`config.mk`:
```
export PLATFORM = sky130hd
export DESIGN_NAME = mmio_mult_responder_flat
export DESIGN_NICKNAME = d
export VERILOG_FILES = /design/src/rtl/mmio_mult_if.sv /design/src/rtl/mmio_mult_responder.sv /design/src/flat_wrapper.sv
export SDC_FILE = /design/constraint.sdc
export NUM_CORES = 1
export LEC_CHECK = 0
export BUFFER_PORTS_ARGS = -buffer_cell sky130_fd_sc_hd__buf_2
export CAP_MARGIN = 10
export CORE_UTILIZATION = 37
export CTS_BUF_LIST = sky130_fd_sc_hd__clkbuf_16
export DETAILED_ROUTE_END_ITERATION = 10
export GPL_TIMING_DRIVEN = 0
export MAX_ROUTING_LAYER = met4
export PLACE_DENSITY = 0.63
export SLEW_MARGIN = 20
export SYNTH_ARGS = -nofsm -noshare
export SYNTH_HDL_FRONTEND = slang
export SYNTH_SLANG_ARGS = --single-unit
```
`constraint.sdc`:
```
create_clock -name clk -period 3.1 [get_ports clk]
set_clock_uncertainty 0.1 [all_clocks]
set_input_delay 0.155 -clock clk [delete_from_list [all_inputs] [get_ports clk]]
set_output_delay 0.155 -clock clk [all_outputs]
set_load 0.01 [all_outputs]
```
`src/rtl/mmio_mult_if.sv`:
```
// Data-memory bus between the CPU datapath (master) and the multiplier
// responder (slave).
//
// Handshake: there is no valid/ready pair. `we` is a single-cycle store
// strobe, and the responder accepts every cycle, so a store completes at the
// rising edge where `we`=1. Loads are combinational: `rd` follows `a` in the
// same cycle. `sel` tells the top-level read mux to take `rd`.
interface mmio_mult_if;
  logic        we;
  logic [31:0] a;
  logic [31:0] wd;
  logic [31:0] rd;
  logic        sel;
  logic        irq;

  modport master (output we, a, wd, input rd, sel, irq);
  modport slave  (input we, a, wd, output rd, sel, irq);
endinterface

```
`src/rtl/mmio_mult_responder.sv`:
```
// Memory-mapped iterative 32x32 shift-add multiplier on the data-memory bus.
// Eight-word window at BASE_ADDR: CTRL, OPA, OPB, RES_LO, RES_HI, COUNT.
// Optional signed mode (CTRL bit2) is built only when MMIO_MULT_SIGNED_EN
// is defined; the default build is unsigned only.
// dbg_state exposes the FSM state for observation.
module mmio_mult_responder #(
  parameter logic [31:0] BASE_ADDR = 32'h0000_0800,
  parameter int          ITER      = 32
) (
  input  logic              clk,
  input  logic              rst,
  mmio_mult_if.slave        bus,
  output logic [1:0]        dbg_state
);

  localparam int CW = $clog2(ITER + 1);

  typedef enum logic [1:0] {
    IDLE = 2'd0,
    RUN  = 2'd1,
    DONE = 2'd2
  } state_t;

  state_t        state;
  logic [31:0]   opa, opb;
  logic [31:0]   res_lo, res_hi;
  logic [31:0]   mcand, acc, mplier;
  logic [CW-1:0] count;
  logic          busy, done;
  logic          mode, neg;

  logic [2:0]    off;
  logic          wr, ctrl_wr, start_wr, clr_wr;
  logic [31:0]   mag_a, mag_b;
  logic [32:0]   sum;
  logic [63:0]   prod_next, prod_final;
  logic [31:0]   rdata;
  logic          unused_addr_bits;

  assign unused_addr_bits = ^bus.a[1:0];

  assign bus.sel  = (bus.a[31:5] == BASE_ADDR[31:5]);
  assign off      = bus.a[4:2];
  assign wr       = bus.we && bus.sel;
  assign ctrl_wr  = wr && (off == 3'd0);
  assign start_wr = ctrl_wr && bus.wd[0];
  assign clr_wr   = ctrl_wr && bus.wd[1];

`ifdef MMIO_MULT_SIGNED_EN
  // Signed mode is taken from the start write itself, so CTRL=0x5 both
  // selects signed and starts in one store.
  assign mag_a = (bus.wd[2] && opa[31]) ? (~opa + 32'd1) : opa;
  assign mag_b = (bus.wd[2] && opb[31]) ? (~opb + 32'd1) : opb;
`else
  assign mode  = 1'b0;
  assign neg   = 1'b0;
  assign mag_a = opa;
  assign mag_b = opb;
`endif

  // One shift-add step: 33-bit add keeps the carry, which shifts into bit 63.
  always_comb begin
    sum        = {1'b0, acc} + (mplier[0] ? {1'b0, mcand} : 33'd0);
    prod_next  = {sum, mplier[31:1]};
    prod_final = neg ? (~prod_next + 64'd1) : prod_next;
  end

  // Control FSM, operand registers and iterative datapath.
  always_ff @(posedge clk) begin
    if (rst) begin
      state  <= IDLE;
      opa    <= '0;
      opb    <= '0;
      res_lo <= '0;
      res_hi <= '0;
      mcand  <= '0;
      acc    <= '0;
      mplier <= '0;
      count  <= '0;
      busy   <= 1'b0;
      done   <= 1'b0;
`ifdef MMIO_MULT_SIGNED_EN
      mode   <= 1'b0;
      neg    <= 1'b0;
`endif
    end else begin
      // Operand registers stay writable while busy; the run uses its snapshot.
      if (wr && off == 3'd1) opa <= bus.wd;
      if (wr && off == 3'd2) opb <= bus.wd;
`ifdef MMIO_MULT_SIGNED_EN
      if (ctrl_wr) mode <= bus.wd[2];
`endif
      case (state)
        IDLE, DONE: begin
          if (start_wr) begin
            mcand  <= mag_a;
            mplier <= mag_b;
            acc    <= '0;
            count  <= CW'(ITER);
            busy   <= 1'b1;
            done   <= 1'b0;
            state  <= RUN;
`ifdef MMIO_MULT_SIGNED_EN
            neg    <= bus.wd[2] && (opa[31] ^ opb[31]);
`endif
          end else if (clr_wr) begin
            done  <= 1'b0;
            state <= IDLE;
          end
        end
        RUN: begin
          // Start and done-clear writes are ignored here.
          acc    <= prod_next[63:32];
          mplier <= prod_next[31:0];
          count  <= count - CW'(1);
          if (count == CW'(1)) begin
            res_hi <= prod_final[63:32];
            res_lo <= prod_final[31:0];
            busy   <= 1'b0;
            done   <= 1'b1;
            state  <= DONE;
          end
        end
        default: state <= IDLE;
      endcase
    end
  end

  // Register read mux; zero outside the window and for unused offsets.
  always_comb begin
    rdata = '0;
    case (off)
      3'd0:    rdata = {29'd0, mode, done, busy};
      3'd1:    rdata = opa;
      3'd2:    rdata = opb;
      3'd3:    rdata = res_lo;
      3'd4:    rdata = res_hi;
      3'd5:    rdata = 32'(count);
      default: rdata = '0;
    endcase
  end

  assign bus.rd    = bus.sel ? rdata : 32'd0;
  assign bus.irq   = done;
  assign dbg_state = state;

endmodule

```
`src/flat_wrapper.sv`:
```
// flat-port wrapper written by rule: the top's interface ports become plain ports
module mmio_mult_responder_flat 
#(
  parameter logic [31:0] BASE_ADDR = 32'h0000_0800,
  parameter int          ITER      = 32
)
  (clk, rst, dbg_state, bus_we, bus_a, bus_wd, bus_rd, bus_sel, bus_irq);
  mmio_mult_if bus_i ();
  input  logic clk;
  input  logic rst;
  output logic [1:0] dbg_state;
  input wire logic [$bits(bus_i.we)-1:0] bus_we;
  input wire logic [$bits(bus_i.a)-1:0] bus_a;
  input wire logic [$bits(bus_i.wd)-1:0] bus_wd;
  output wire logic [$bits(bus_i.rd)-1:0] bus_rd;
  output wire logic [$bits(bus_i.sel)-1:0] bus_sel;
  output wire logic [$bits(bus_i.irq)-1:0] bus_irq;
  assign bus_i.we = bus_we;
  assign bus_i.a = bus_a;
  assign bus_i.wd = bus_wd;
  assign bus_rd = bus_i.rd;
  assign bus_sel = bus_i.sel;
  assign bus_irq = bus_i.irq;
  mmio_mult_responder #(.BASE_ADDR(BASE_ADDR), .ITER(ITER)) u_core (.clk(clk), .rst(rst), .bus(bus_i), .dbg_state(dbg_state));
endmodule
```
Word level (Yosys, flattened, before mapping)
Index checks and enable logic that the tools add are counted.
Widths: inputs -> output; s select.
{"block": "op_classes", "add_sub_neg": 2, "n_eq_ne": 12, "n_mux": 20, "reduce_logical": 16}
{"operator": "$pmux 32 s6", "count": 1}
{"operator": "$mux 32", "count": 4}
{"operator": "$pmux 32 s2", "count": 2}
{"operator": "$add 32x33->33", "count": 1}
{"operator": "$eq 27x7->1 const B", "count": 1}
{"operator": "$pmux 6 s2", "count": 1}
{"operator": "$reduce_and 2->1", "count": 4}
{"operator": "$eq 3x2->1 const B", "count": 2}
{"operator": "$eq 3x3->1 const B", "count": 2}
{"operator": "$eq 6x1->1 const B", "count": 1}
{"operator": "$logic_and 1x1->1", "count": 6}
{"operator": "$mux 2", "count": 3}
{"operator": "$mux 6", "count": 1}
{"operator": "$reduce_and 3->1", "count": 2}
{"operator": "$sub 6x1->6 const B", "count": 1}
{"operator": "$mux 1", "count": 5}
{"operator": "$ne 2x1->1 const B", "count": 2}
{"operator": "$pmux 1 s2", "count": 2}
{"operator": "$pmux 2 s2", "count": 1}
{"operator": "$eq 3x1->1 const B", "count": 1}
{"operator": "$logic_not 3->1", "count": 1}
{"operator": "$ne 3x1->1 const B", "count": 1}
{"operator": "$eq 2x1->1 const B", "count": 1}
{"operator": "$eq 2x2->1 const B", "count": 1}
{"operator": "other kinds (3)", "count": 3}
{"block": "word_totals", "regBits": 234, "in_bits": 67, "output_inout_bits": 36, "word_cells": 61}

Logic depth before layout (Yosys ltp)
{"block": "depth", "depth_word": 7, "mapped_depth": 12, "depth_no_buf": 11}

Least setup slack after synthesis
OpenSTA, ideal clock, no wires.
{"block": "synth_path", "path_type": "reg-to-reg", "from": "register u_core.mplier[0]", "to": "register u_core.acc[27]", "setup_ns": 0.117, "t_arrival_ns": 2.908, "required_time_ns": 2.883, "setup_slack_ns": -0.025, "stages_incl_launch_ff": 13, "n_path_buf": 1, "synth_period_minus_slack_ns": 3.125, "path_cell_list": "dfxtp_1 clkbuf_1 and2_1 ha_1 fa_1 a21o_1 a221o_1 a211oi_2 o21a_1 o21ai_2 a311oi_4 xnor2_1 a22o_1"}
{"block": "synth_via", "elab_chain_len": 3}
{"element": "start, declared", "line": "mmio_mult_responder.sv:27", "rtl": "logic [31:0] mcand, acc, mplier;"}
{"element": "start signal, assigned", "line": "mmio_mult_responder.sv:97", "rtl": "mplier <= mag_b;"}
{"element": "start signal, assigned", "line": "mmio_mult_responder.sv:114", "rtl": "mplier <= prod_next[31:0];"}
{"element": "$mux 32", "line": "mmio_mult_responder.sv:63", "rtl": "sum = {1'b0, acc} + (mplier[0] ? {1'b0, mcand} : 33'd0);"}
{"element": "$add 32x33->33", "line": "mmio_mult_responder.sv:63"}
{"element": "$pmux 32 s2", "line": "mmio_mult_responder.sv:93", "rtl": "case (state)"}
{"element": "end signal, assigned", "line": "mmio_mult_responder.sv:113", "rtl": "acc <= prod_next[63:32];"}
{"element": "end, declared", "line": "mmio_mult_responder.sv:27"}
No other way between the ends.
A chain may end at the register's enable or synchronous reset.

Worst setup path in the final report
{"block": "layout_path", "from": "register u_core.mplier[0]", "to": "register u_core.res_hi[19]"}
{"block": "layout_via", "elab_chain_len": 2}
{"element": "$mux 32", "line": "mmio_mult_responder.sv:63"}
{"element": "$add 32x33->33", "line": "mmio_mult_responder.sv:63"}
{"element": "end signal, assigned", "line": "mmio_mult_responder.sv:117", "rtl": "res_hi <= prod_final[63:32];"}
{"element": "end, declared", "line": "mmio_mult_responder.sv:26", "rtl": "logic [31:0] res_lo, res_hi;"}
No other way between the ends.

==> results.json <==
{
  "outcome": "complete, but fails checks",
  "violations": "negative setup slack",
  "crit_chain": "buf_8, and2_4, ha_4, fa_2, a21o_1, a221o_1, a311oi_2, buf_4, nand3_4, a31oi_4, xnor2_2, nand2_1, a21oi_2",
  "synth_commonest_cells": "nand2_1 (378), a21oi_1 (276), dfxtp_1 (234), clkbuf_1 (94), a22oi_1 (92)",
  "antenna_found_initial": 0,
  "rows": 63,
  "n_antenna_cell": 0,
  "synth_mux_area_frac": 0.00538,
  "fin_nets": 1724,
  "synth_top_family_by_area": "compound AO/OA/AOI/OAI gates",
  "pwr-share-comb": 0.033,
  "max_freq_mhz": 308,
  "use_met2": 0.407,
  "area_growth_pct": 24.8,
  "avgSynthCellArea_um2": 7.74,
  "power.switching_uw": 1430,
  "leakagePower_uw": 0.00493,
  "slew_viol_final": 0,
  "total_power_uw": 6340,
  "max-cap-violations": 0,
  "initialDrtViolationCount": 935,
  "r2r_slack_ps": -140,
  "io_buffers": 100,
  "setup_viol": 11,
  "setup_slack_ps": -143,
  "clk_pin_slew_worst_paths_ps": 60,
  "ys_top_cells_by_area": "dfxtp_1 (42%), nand2_1 (13%), a21oi_1 (12%)",
  "max-vdd-ir-drop_mv": 0.388,
  "cts_tree": "done",
  "grt_start_max_net_pins": 14,
  "ys_ff_latch": 234,
  "syn-num-nets": 1545,
  "worstSetupPathType": "reg -> reg",
  "yosys_warnings": 0,
  "core_um2": 29600,
  "ant_nets": 0,
  "root_buffer": "clkbuf_16",
  "grtUsageMet1": 0.336,
  "worst-path-buf-inv": 2,
  "vias": 11300,
  "drc": 0,
  "grtUsageTotal": 0.254,
  "grt_pass1_wl_um": 59800,
  "synth_fa_ha_area_frac": 0.0399,
  "fp.dieW_um": 176,
  "p_per_area_nw_per_um2": 455,
  "tns_ps": -871,
  "rsz0062_at_grt": "true",
  "relSlewSlack": 0.277,
  "h-tree-depth": 1,
  "finalHoldViolCount": 0,
  "clockBufferDepth": 3,
  "grt_pass1_vias": 10700,
  "top_usage_layer": "met2",
  "ys_types": 60,
  "p_int_uw": 4910,
  "grt_use_met3": 0.0245,
  "vias_per_cell": 5.55,
  "synth_most_common_cell": "nand2_1",
  "start_util": 0.377,
  "synth_xor_area_frac": 0.0235,
  "synthSimpleGateAreaFrac": 0.213,
  "power_frac_clock": 0.492,
  "worstPathMaxFanout": 5,
  "gp_congestion": 0.878,
  "dp_hpwl_um": 28500,
  "synthArstFlopShare": 0,
  "numCtsBuffers": 26,
  "worstMarginPinSlew_ps": 1080,
  "drive_above_1_share": 0.148,
  "hold_path_class": "in -> reg",
  "netlist_area_um2": 11200,
  "cp_slowest_cell": "a221o_1",
  "ios": 103,
  "synthFlopType": "dfxtp_1",
  "dieArea_um2": 30900,
  "crit_required_ps": 3470,
  "synth_top_area_share": 0.420,
  "wirelength_um": 38500,
  "finalCriticalPeriod_ps": 3240,
  "p_sw_frac": 0.225,
  "finalCritPeriodShare": 1.05,
  "crit_path_max_incr_delay_ps": 400,
  "cp.arrival_ps": 3620,
  "synth_top_area_cell": "dfxtp_1",
  "power_frac_seq": 0.474,
  "endpoint_kind": "register",
  "fillers": 2976,
  "drt-pass1-iter-count": 6,
  "grt_overflow": 0,
  "synth_edf_count": 0,
  "critPathTopFamily": "compound AO/OA/AOI/OAI gates",
  "dieHeight_um": 176,
  "cts_sinks": 234,
  "synth-compound-area-share": 0.257,
  "start_kind": "register",
  "wl_per_cell_um": 18.9,
  "synthCells": 1443,
  "clk_latency_ps": 540,
  "fin_util": 0.470,
  "synth-seq-area-share": 0.420
}
==> layout by cell type, fill, tap and decap left out, types with 24 or more instances in the layout <==
cell type and instances:
and2_1 33, a22oi_1 92, buf_2 109, clkbuf_1 86, nand3_1 25, a21oi_1 266, dfxtp_1 233, nand2_1 376
nor2_1 34, ha_1 24, clkbuf_16 27, dlygate4sd3_1 33
==> per-layer routing <==
layer  up-vias  part of all wire
li1       5437                 -
met1      5351              0.44
met4         0             0.029
met5         -                 0
met3        79             0.067
met2       417              0.46
==> tightest hold or removal path: stages <==
cell and delay, ps:
buf_2 140, nor3_2 120, a22o_1 240
==> registers in the layout, indices dropped and copies added (netlist names) <==
name              count
u_core.acc           32
u_core.bus.irq        1
u_core.busy           1
u_core.count          6
u_core.dbg_state      2
u_core.mag_a         32
u_core.mag_b         32
u_core.mcand         32
u_core.mplier        32
u_core.res_hi        32
u_core.res_lo        32
==> through the flow <==
stage / setup WS, ps / hold slack, ps / cells / cell area (um^2)
after floorplan: 25.3 / 195 / 1443 / 11200
after global placement: -539 / 319 / 1933 / 12200
after detailed placement: -540 / 322 / 1933 / 12200
after CTS: -146 / 72.1 / 2023 / 13700
after global routing: -231 / 86.3 / 2032 / 13900
final: -143 / 77.4 / 2032 / 13900
==> worst paths after layout <==
path | startpoint | to | depth (start not counted)
setup / recovery | u_core.mplier[0]$_SDFFE_PP0P_ | u_core.res_hi[19]$_SDFFE_PP0P_ | 13
hold / removal | rst | u_core.acc[16]$_SDFFE_PP0P_ | 3
setup reg to reg | u_core.mplier[0]$_SDFFE_PP0P_ | u_core.res_hi[19]$_SDFFE_PP0P_ | 13
hold reg to reg | u_core.mcand[25]$_SDFFE_PP0P_ | u_core.mcand[25]$_SDFFE_PP0P_ | 2
==> power by group through the flow <==
| stage | Combinational, uW | Clock, uW | Sequential [uW] |
|---|---|---|---|
| finish | 211 | 3120 | 3010 |
| global route | 224 | 3270 | 3000 |
| CTS | 207 | 3140 | 3010 |
| detailed placement | 175 | 0 | 3070 |
| global placement | 172 | 0 | 3070 |
| floorplan | 70.6 | 0 | 3070 |
==> cell families (layout without fill, tap and decap cells) <==
logic type               after synthesis  after routing
multiplexers                           6              6
adder cells (fa/ha/maj)               35             35
XOR/XNOR                              30             30
AO/OA/AOI/OAI                        471            471
buffers and inverters                119            318
AND/OR/NAND/NOR                      548            548
flip-flops                           234            234
==> area by class of cell <==
| class | instances | area, um^2 | area share |
|---|---|---|---|
| tap | 390 | 488 | 0.0350 |
| inverter | 10 | 37.5 | 0.00270 |
| timing repair buffer | 155 | 1010 | 0.0723 |
| clock inverter | 21 | 184 | 0.0132 |
| multi-input combinational | 1090 | 6420 | 0.461 |
| buffer | 105 | 429 | 0.0308 |
| clock buffer | 27 | 676 | 0.0485 |
| sequential | 234 | 4690 | 0.337 |
==> timing repair <==
action                                  4_1_cts  5_1_grt
hold buffers                                 33        0
hold endpoints to repair                     65        0
buffers inserted                             11       12
pin swaps                                    25       33
gates resized for setup                      42       48
endpoints found under the setup margin       35       38
Note: power is estimated with default switching activity, not from simulation.
